## src/rtl/lsu_mem_ctrl_if.sv

```systemverilog
// Request/response and data-memory bus of the load/store sequencer.
// master: execute stage plus data memory; slave: the lsu_mem_ctrl controller.
interface lsu_mem_ctrl_if #(
  parameter int ADDR_W = 64,
  parameter int XLEN   = 64
) ();
  logic              req_valid;
  logic              req_ready;
  logic              req_we;
  logic [2:0]        req_funct3;
  logic [ADDR_W-1:0] req_addr;
  logic [XLEN-1:0]   req_wdata;

  logic              resp_valid;
  logic [XLEN-1:0]   resp_rdata;
  logic              resp_error;

  logic [ADDR_W-1:0] mem_address;
  logic [XLEN-1:0]   mem_write_data;
  logic              mem_read;
  logic              mem_write;
  logic [XLEN-1:0]   mem_read_data;

  modport master (
    output req_valid, req_we, req_funct3, req_addr, req_wdata, mem_read_data,
    input  req_ready, resp_valid, resp_rdata, resp_error,
           mem_address, mem_write_data, mem_read, mem_write
  );

  modport slave (
    input  req_valid, req_we, req_funct3, req_addr, req_wdata, mem_read_data,
    output req_ready, resp_valid, resp_rdata, resp_error,
           mem_address, mem_write_data, mem_read, mem_write
  );
endinterface

```

## src/rtl/lsu_mem_ctrl.sv

```systemverilog
// RV64I load/store sequencer for a 64-bit single-port data memory with 1-cycle reads.
// Sub-doubleword stores are read-modify-write; illegal or misaligned requests trap without memory access.
module lsu_mem_ctrl #(
  parameter int ADDR_W = 64,
  parameter int XLEN   = 64
) (
  input  logic           clk,
  input  logic           rst,
  lsu_mem_ctrl_if.slave  bus
);

  localparam logic [2:0] S_IDLE  = 3'd0;
  localparam logic [2:0] S_RD    = 3'd1;
  localparam logic [2:0] S_LDFMT = 3'd2;
  localparam logic [2:0] S_WR    = 3'd3;
  localparam logic [2:0] S_MERGE = 3'd4;
  localparam logic [2:0] S_RESP  = 3'd5;

  logic [2:0]        state, state_next;
  logic              we_q;
  logic [2:0]        funct3_q;
  logic [ADDR_W-1:0] addr_q;
  logic [XLEN-1:0]   wdata_q;

  logic              accept;
  logic              req_misaligned;
  logic              req_illegal;
  logic              req_bad;

  logic [ADDR_W-1:0] aligned_addr;
  logic [5:0]        bit_off;
  logic [XLEN-1:0]   ld_shift;
  logic [XLEN-1:0]   ld_fmt;
  logic [7:0]        lane_mask;
  logic [7:0]        lane_sel;
  logic [XLEN-1:0]   bit_mask;
  logic [XLEN-1:0]   st_shift;
  logic [XLEN-1:0]   merged;

  assign accept = bus.req_valid && bus.req_ready;

  // Legality is judged on the live request so a trap can go straight to RESP.
  always_comb begin
    // NOTE: every always_comb output gets a default first so no path infers a latch.
    req_misaligned = 1'b0;
    case (bus.req_funct3[1:0])
      2'b01:   req_misaligned = bus.req_addr[0];
      2'b10:   req_misaligned = |bus.req_addr[1:0];
      2'b11:   req_misaligned = |bus.req_addr[2:0];
      default: req_misaligned = 1'b0;
    endcase
  end

  assign req_illegal = bus.req_we ? bus.req_funct3[2] : (bus.req_funct3 == 3'b111);
  assign req_bad     = req_illegal || req_misaligned;

  always_comb begin
    state_next = state;
    case (state)
      S_IDLE: begin
        if (accept) begin
          if (req_bad)                        state_next = S_RESP;
          else if (!bus.req_we)               state_next = S_RD;
          else if (bus.req_funct3[1:0] == 2'b11) state_next = S_WR;
          else                                state_next = S_RD;
        end
      end
      S_RD:    state_next = we_q ? S_MERGE : S_LDFMT;
      S_LDFMT: state_next = S_RESP;
      S_WR:    state_next = S_RESP;
      S_MERGE: state_next = S_RESP;
      S_RESP:  state_next = S_IDLE;
      default: state_next = S_IDLE;
    endcase
  end

  assign aligned_addr = {addr_q[ADDR_W-1:3], 3'b000};
  assign bit_off      = {addr_q[2:0], 3'b000};

  // Load formatting: bring the addressed bytes down to bit 0, then extend.
  assign ld_shift = bus.mem_read_data >> bit_off;

  always_comb begin
    ld_fmt = ld_shift;
    case (funct3_q)
      3'b000:  ld_fmt = {{(XLEN-8){ld_shift[7]}},   ld_shift[7:0]};
      3'b001:  ld_fmt = {{(XLEN-16){ld_shift[15]}}, ld_shift[15:0]};
      3'b010:  ld_fmt = {{(XLEN-32){ld_shift[31]}}, ld_shift[31:0]};
      3'b100:  ld_fmt = {{(XLEN-8){1'b0}},          ld_shift[7:0]};
      3'b101:  ld_fmt = {{(XLEN-16){1'b0}},         ld_shift[15:0]};
      3'b110:  ld_fmt = {{(XLEN-32){1'b0}},         ld_shift[31:0]};
      default: ld_fmt = ld_shift;
    endcase
  end

  // Store merge: byte-lane mask placed at the offset; alignment keeps it inside the doubleword.
  always_comb begin
    lane_mask = 8'h01;
    case (funct3_q[1:0])
      2'b00:   lane_mask = 8'h01;
      2'b01:   lane_mask = 8'h03;
      2'b10:   lane_mask = 8'h0F;
      default: lane_mask = 8'hFF;
    endcase
  end

  assign lane_sel = lane_mask << addr_q[2:0];

  always_comb begin
    bit_mask = '0;
    for (int i = 0; i < 8; i++) begin
      bit_mask[8*i +: 8] = {8{lane_sel[i]}};
    end
  end

  assign st_shift = wdata_q << bit_off;
  assign merged   = (bus.mem_read_data & ~bit_mask) | (st_shift & bit_mask);

  assign bus.req_ready      = (state == S_IDLE);
  // Strobes are gated by rst so a reset landing mid-operation never writes.
  assign bus.mem_read       = !rst && (state == S_RD);
  assign bus.mem_write      = !rst && ((state == S_WR) || (state == S_MERGE));
  assign bus.mem_address    = (state == S_IDLE) ? '0 : aligned_addr;
  assign bus.mem_write_data = (state == S_MERGE) ? merged :
                              (state == S_WR)    ? wdata_q : '0;

  // NOTE: sequential state uses non-blocking assignments only, so every flop samples pre-edge values.
  always_ff @(posedge clk) begin
    if (rst) begin
      state          <= S_IDLE;
      we_q           <= 1'b0;
      funct3_q       <= 3'b000;
      addr_q         <= '0;
      wdata_q        <= '0;
      bus.resp_valid <= 1'b0;
      bus.resp_rdata <= '0;
      bus.resp_error <= 1'b0;
    end else begin
      state          <= state_next;
      bus.resp_valid <= (state_next == S_RESP);

      if (accept) begin
        we_q     <= bus.req_we;
        funct3_q <= bus.req_funct3;
        addr_q   <= bus.req_addr;
        wdata_q  <= bus.req_wdata;
        if (req_bad) begin
          bus.resp_error <= 1'b1;
          bus.resp_rdata <= '0;
        end
      end

      case (state)
        S_LDFMT: begin
          bus.resp_rdata <= ld_fmt;
          bus.resp_error <= 1'b0;
        end
        S_WR, S_MERGE: begin
          bus.resp_rdata <= '0;
          bus.resp_error <= 1'b0;
        end
        default: ;
      endcase
    end
  end

  a_no_rd_wr_overlap: assert property (@(posedge clk) !(bus.mem_read && bus.mem_write));
  a_resp_one_cycle:   assert property (@(posedge clk) disable iff (rst)
                                       bus.resp_valid |=> !bus.resp_valid);

endmodule
```

## src/flat_wrapper.sv

```systemverilog
// flat-port wrapper written by rule: the top's interface ports become plain ports
module lsu_mem_ctrl_flat 
#(
  parameter int ADDR_W = 64,
  parameter int XLEN   = 64
)
  (clk, rst, bus_req_valid, bus_req_we, bus_req_funct3, bus_req_addr, bus_req_wdata, bus_mem_read_data, bus_req_ready, bus_resp_valid, bus_resp_rdata, bus_resp_error, bus_mem_address, bus_mem_write_data, bus_mem_read, bus_mem_write);
  lsu_mem_ctrl_if #(.ADDR_W(ADDR_W), .XLEN(XLEN)) bus_i ();
  input  logic clk;
  input  logic rst;
  input wire logic [$bits(bus_i.req_valid)-1:0] bus_req_valid;
  input wire logic [$bits(bus_i.req_we)-1:0] bus_req_we;
  input wire logic [$bits(bus_i.req_funct3)-1:0] bus_req_funct3;
  input wire logic [$bits(bus_i.req_addr)-1:0] bus_req_addr;
  input wire logic [$bits(bus_i.req_wdata)-1:0] bus_req_wdata;
  input wire logic [$bits(bus_i.mem_read_data)-1:0] bus_mem_read_data;
  output wire logic [$bits(bus_i.req_ready)-1:0] bus_req_ready;
  output wire logic [$bits(bus_i.resp_valid)-1:0] bus_resp_valid;
  output wire logic [$bits(bus_i.resp_rdata)-1:0] bus_resp_rdata;
  output wire logic [$bits(bus_i.resp_error)-1:0] bus_resp_error;
  output wire logic [$bits(bus_i.mem_address)-1:0] bus_mem_address;
  output wire logic [$bits(bus_i.mem_write_data)-1:0] bus_mem_write_data;
  output wire logic [$bits(bus_i.mem_read)-1:0] bus_mem_read;
  output wire logic [$bits(bus_i.mem_write)-1:0] bus_mem_write;
  assign bus_i.req_valid = bus_req_valid;
  assign bus_i.req_we = bus_req_we;
  assign bus_i.req_funct3 = bus_req_funct3;
  assign bus_i.req_addr = bus_req_addr;
  assign bus_i.req_wdata = bus_req_wdata;
  assign bus_i.mem_read_data = bus_mem_read_data;
  assign bus_req_ready = bus_i.req_ready;
  assign bus_resp_valid = bus_i.resp_valid;
  assign bus_resp_rdata = bus_i.resp_rdata;
  assign bus_resp_error = bus_i.resp_error;
  assign bus_mem_address = bus_i.mem_address;
  assign bus_mem_write_data = bus_i.mem_write_data;
  assign bus_mem_read = bus_i.mem_read;
  assign bus_mem_write = bus_i.mem_write;
  lsu_mem_ctrl #(.ADDR_W(ADDR_W), .XLEN(XLEN)) u_core (.clk(clk), .rst(rst), .bus(bus_i));
endmodule
```

## config.mk

```make
export PLATFORM = sky130hd
export DESIGN_NAME = lsu_mem_ctrl_flat
export DESIGN_NICKNAME = d
export VERILOG_FILES = /design/src/rtl/lsu_mem_ctrl_if.sv /design/src/rtl/lsu_mem_ctrl.sv /design/src/flat_wrapper.sv
export SDC_FILE = /design/constraint.sdc
export NUM_CORES = 1
export LEC_CHECK = 0
export CORE_UTILIZATION = 51
export DETAILED_ROUTE_END_ITERATION = 7
export GPL_TIMING_DRIVEN = 0
export PLACE_DENSITY = 0.92
export SYNTH_ARGS = -nofsm -noshare
export SYNTH_HDL_FRONTEND = slang
export SYNTH_SLANG_ARGS = --single-unit
```

## constraint.sdc

```tcl
create_clock -name clk -period 4 [get_ports clk]
set_input_delay 0.4 -clock clk [delete_from_list [all_inputs] [get_ports clk]]
set_output_delay 0.4 -clock clk [all_outputs]
set_load 0.03 [all_outputs]
```

==> impl_metrics.json <==
{
  "status": "finished, final reports clean",
  "crit_arrival_ps": 3580,
  "dpl.hpwl_um": 49980,
  "area_growth_pct": 40.05,
  "dr.first_iter.drc_count": 2030,
  "met1_usage_pct": 56.02,
  "synth-seq-cells": 201,
  "synth_cell_type_count": 62,
  "gp_congestion": 1.053,
  "fin_tns_setup_ps": 0,
  "cts-hold-fix-buffers": 0,
  "worstSetupPathType": "flop to primary output",
  "cts_root_buffer": "clkbuf_16",
  "fmax_ghz": 0.2513,
  "initial_core_util_pct": 51.96,
  "fin_crit_ps": 3979,
  "path_max_fanout": 10,
  "crit_family": "buffers and inverters",
  "dieArea_um2": 25340,
  "layout_setup_ws_ps": 21.42,
  "grt_max_degree": 15,
  "track_usage_pct": 49.96,
  "crit_top_cell": "buf_4",
  "clock-sinks": 201,
  "start_kind": "flop",
  "cp_slowest_cell": "clkdlybuf4s50_1",
  "relSlewSlack_pct": 4.592,
  "wl_um": 64900,
  "finClkSkew_ps": 18.06,
  "cap_violations": 0,
  "peakVddDrop_v": 0.0003888,
  "synth_cells": 1595,
  "finalMaxSlewViolations": 0,
  "worstHoldPathType": "input pin to flop",
  "cp-end-kind": "primary output",
  "clk_pin_slew_ps": 60,
  "num_io_pins": 396,
  "synth_largest_area_cell": "dfxtp_1",
  "drive_gt1_share_pct": 10.90,
  "num_vias": 15230,
  "grt_busiest_layer": "met2",
  "drtPass1Iterations": 6,
  "ff2ff_path_depth": 6,
  "cp_cell_sequence": "buf_4 -> buf_8 -> inv_2 -> buf_4 -> buf_2 -> nor2_1 -> o32ai_1 -> mux2i_1 -> o21ai_1 -> clkdlybuf4s50_1",
  "row_count": 57,
  "die_y_um": 159.2,
  "die_w_um": 159.2,
  "seq_area_frac_synth_pct": 31.94,
  "tightest_slew_ps": 1427,
  "power_leakage_nw": 6.387,
  "wl_per_cell_um": 27.59,
  "netlist.area_leader.share_pct": 31.94,
  "setup_violations": 0,
  "drt-vias-per-instance": 6.474,
  "antenna_found_initial": 1,
  "rsz0062_at_grt": "no",
  "cts_setup_buffers": 0,
  "grt_pass1_wl_um": 94120,
  "rr_startpoint": "u_core.state[1]",
  "avgSynthCellArea_um2": 7.899,
  "hold_viol": 0,
  "cp.depth": 10,
  "hold_path_depth": 3,
  "netlist_area_um2": 12600,
  "cts_htree_levels": 1,
  "grt_pass1_vias": 14960,
  "worstSetupStartpoint": "u_core.addr_q[0]",
  "clock_latency_ps": 530,
  "synth_edf_count": 0,
  "antenna_left": 0,
  "io_buffers": 392,
  "cts-buffers-inserted": 21,
  "fin_nets": 2211,
  "pre_cts_slack_ps": 385.7,
  "core_um2": 24250,
  "synthArstFlopShare_pct": 0,
  "synth_ff_type": "dfxtp_1",
  "worstHoldStart": "bus_req_addr[59]",
  "synth_warnings": 0,
  "synthTopCellsByArea": "dfxtp_1 (32%), nand2_1 (13%), mux2i_1 (11%)",
  "clockBufferDepth": 3,
  "worstPathRequired_ps": 3600,
  "gr-total-overflow": 0,
  "timing.critical_path.buf_inv": 6,
  "cts_tree": "yes",
  "met3_usage_pct": 13.73,
  "cpPeakStageDelay_ps": 740,
  "p_per_area_nw_per_um2": 407.0,
  "grt_util_met2_pct": 79.05,
  "drc": 0,
  "finalCritPeriodShare_pct": 99.46
}
layer usage:
metal / vias up / share of wire, %
met5: - / 0.020
met4: 2 / 9.9
met3: 396 / 12
li1: 6445 / -
met1: 7170 / 34
met2: 1214 / 44
state kept, by name, indices dropped and copies added (netlist names):
register / cells
u_core.addr_q: 64
u_core.bus.resp_error: 1
u_core.bus.resp_rdata: 64
u_core.bus.resp_valid: 1
u_core.funct3_q: 3
u_core.state: 3
u_core.wdata_q: 64
u_core.we_q: 1
layout by cell type (no fill, tap or decap), types with 27 or more instances in the layout:
| cell type | instances |
|---|---|
| a22oi_1 | 35 |
| o21ai_1 | 52 |
| mux2i_1 | 140 |
| dfxtp_1 | 201 |
| o21ai_0 | 69 |
| buf_2 | 39 |
| nor2_1 | 28 |
| clkbuf_1 | 70 |
| a21oi_1 | 166 |
| nor2b_1 | 75 |
| clkdlybuf4s50_1 | 386 |
| nand2_1 | 433 |
| mux2_2 | 27 |
| mux4_2 | 30 |
worst reg2reg max path: stages, from the launching register on:
cell,delay [ps]
dfxtp_1,290
buf_2,170
nor4b_2,1200
clkbuf_1,530
buf_2,330
nand2_1,100
a21oi_1,220
cells in the mapped netlist (6+ instances only):
cell and count:
nor3_1 7, mux2_2 27, nor2_1 29, o211ai_1 8
o2bb2ai_1 9, o2111ai_1 7, o21ai_1 50, clkbuf_1 75
nand3_1 7, a22oi_1 35, o32ai_1 6, nand2_1 433
buf_4 20, mux4_2 30, buf_6 9, nor2b_1 75
o21ai_2 23, o21ai_0 71, a21o_1 7, a211oi_1 18
dfxtp_1 201, o22ai_1 19, buf_2 39, o31ai_1 8
o31ai_2 7, mux2i_1 140, a21oi_1 166, a22o_1 9
cell families (layout without fill, tap and decap cells):
logic type	Yosys count	count (layout)	share of synthesized area, %
multiplexers	197	197	18.90
buffers and inverters	154	584	6.206
other	1	4	0.02976
AO/OA/AOI/OAI	470	470	23.60
AND/OR/NAND/NOR	572	572	19.32
flip-flops	201	201	31.94
area by class of cell:
| class | instances | area, µm² |
|---|---|---|
| antenna | 1 | 2.502 |
| buffer | 147 | 765.7 |
| clock buffer | 31 | 633.1 |
| clock inverter | 7 | 45.04 |
| fill | 1760 | 6603 |
| inverter | 7 | 26.28 |
| multi-input combinational | 1242 | 7809 |
| sequential | 201 | 4024 |
| tap | 324 | 405.4 |
| timing repair buffer | 392 | 3935 |
worst paths after layout:
path | to | slack, ps
max | bus_mem_write_data[45] | 20
min | u_core.addr_q[59] | 420
max reg2reg | u_core.addr_q[28] | 1070
min reg2reg | u_core.addr_q[56] | 450
metrics by stage:
step | instance area (µm²) | instances | hold slack (ps) | power [W] | utilization (%)
2_1_floorplan | 12610 | 1597 | 431.8 | 0.003960 | -
3_3_place_gp | 16940 | 2313 | 435.6 | 0.005075 | 69.85
3_5_place_dp | 16940 | 2313 | 440.2 | 0.005122 | 69.85
4_1_cts | 17620 | 2351 | 417.7 | 0.007040 | 72.65
5_1_grt | 17640 | 2351 | 436.2 | 0.007353 | 72.76
6_report | 17650 | 2352 | 419.9 | 0.007181 | 72.77
what timing repair did:
| action | CTS | global route |
|---|---|---|
| gates resized for setup | 6 | 16 |
| setup endpoints to repair | 26 | 25 |
| cloned | 0 | 0 |
where the power goes:
| group | switching, W | leakage (nW) | internal [W] |
|---|---|---|---|
| Clock | 0.000860 | 0.343 | 0.00110 |
| Combinational | 0.00178 | 4.40 | 0.00105 |
| Sequential | 0.000217 | 1.64 | 0.00217 |
(Power assumes the default switching activity.)
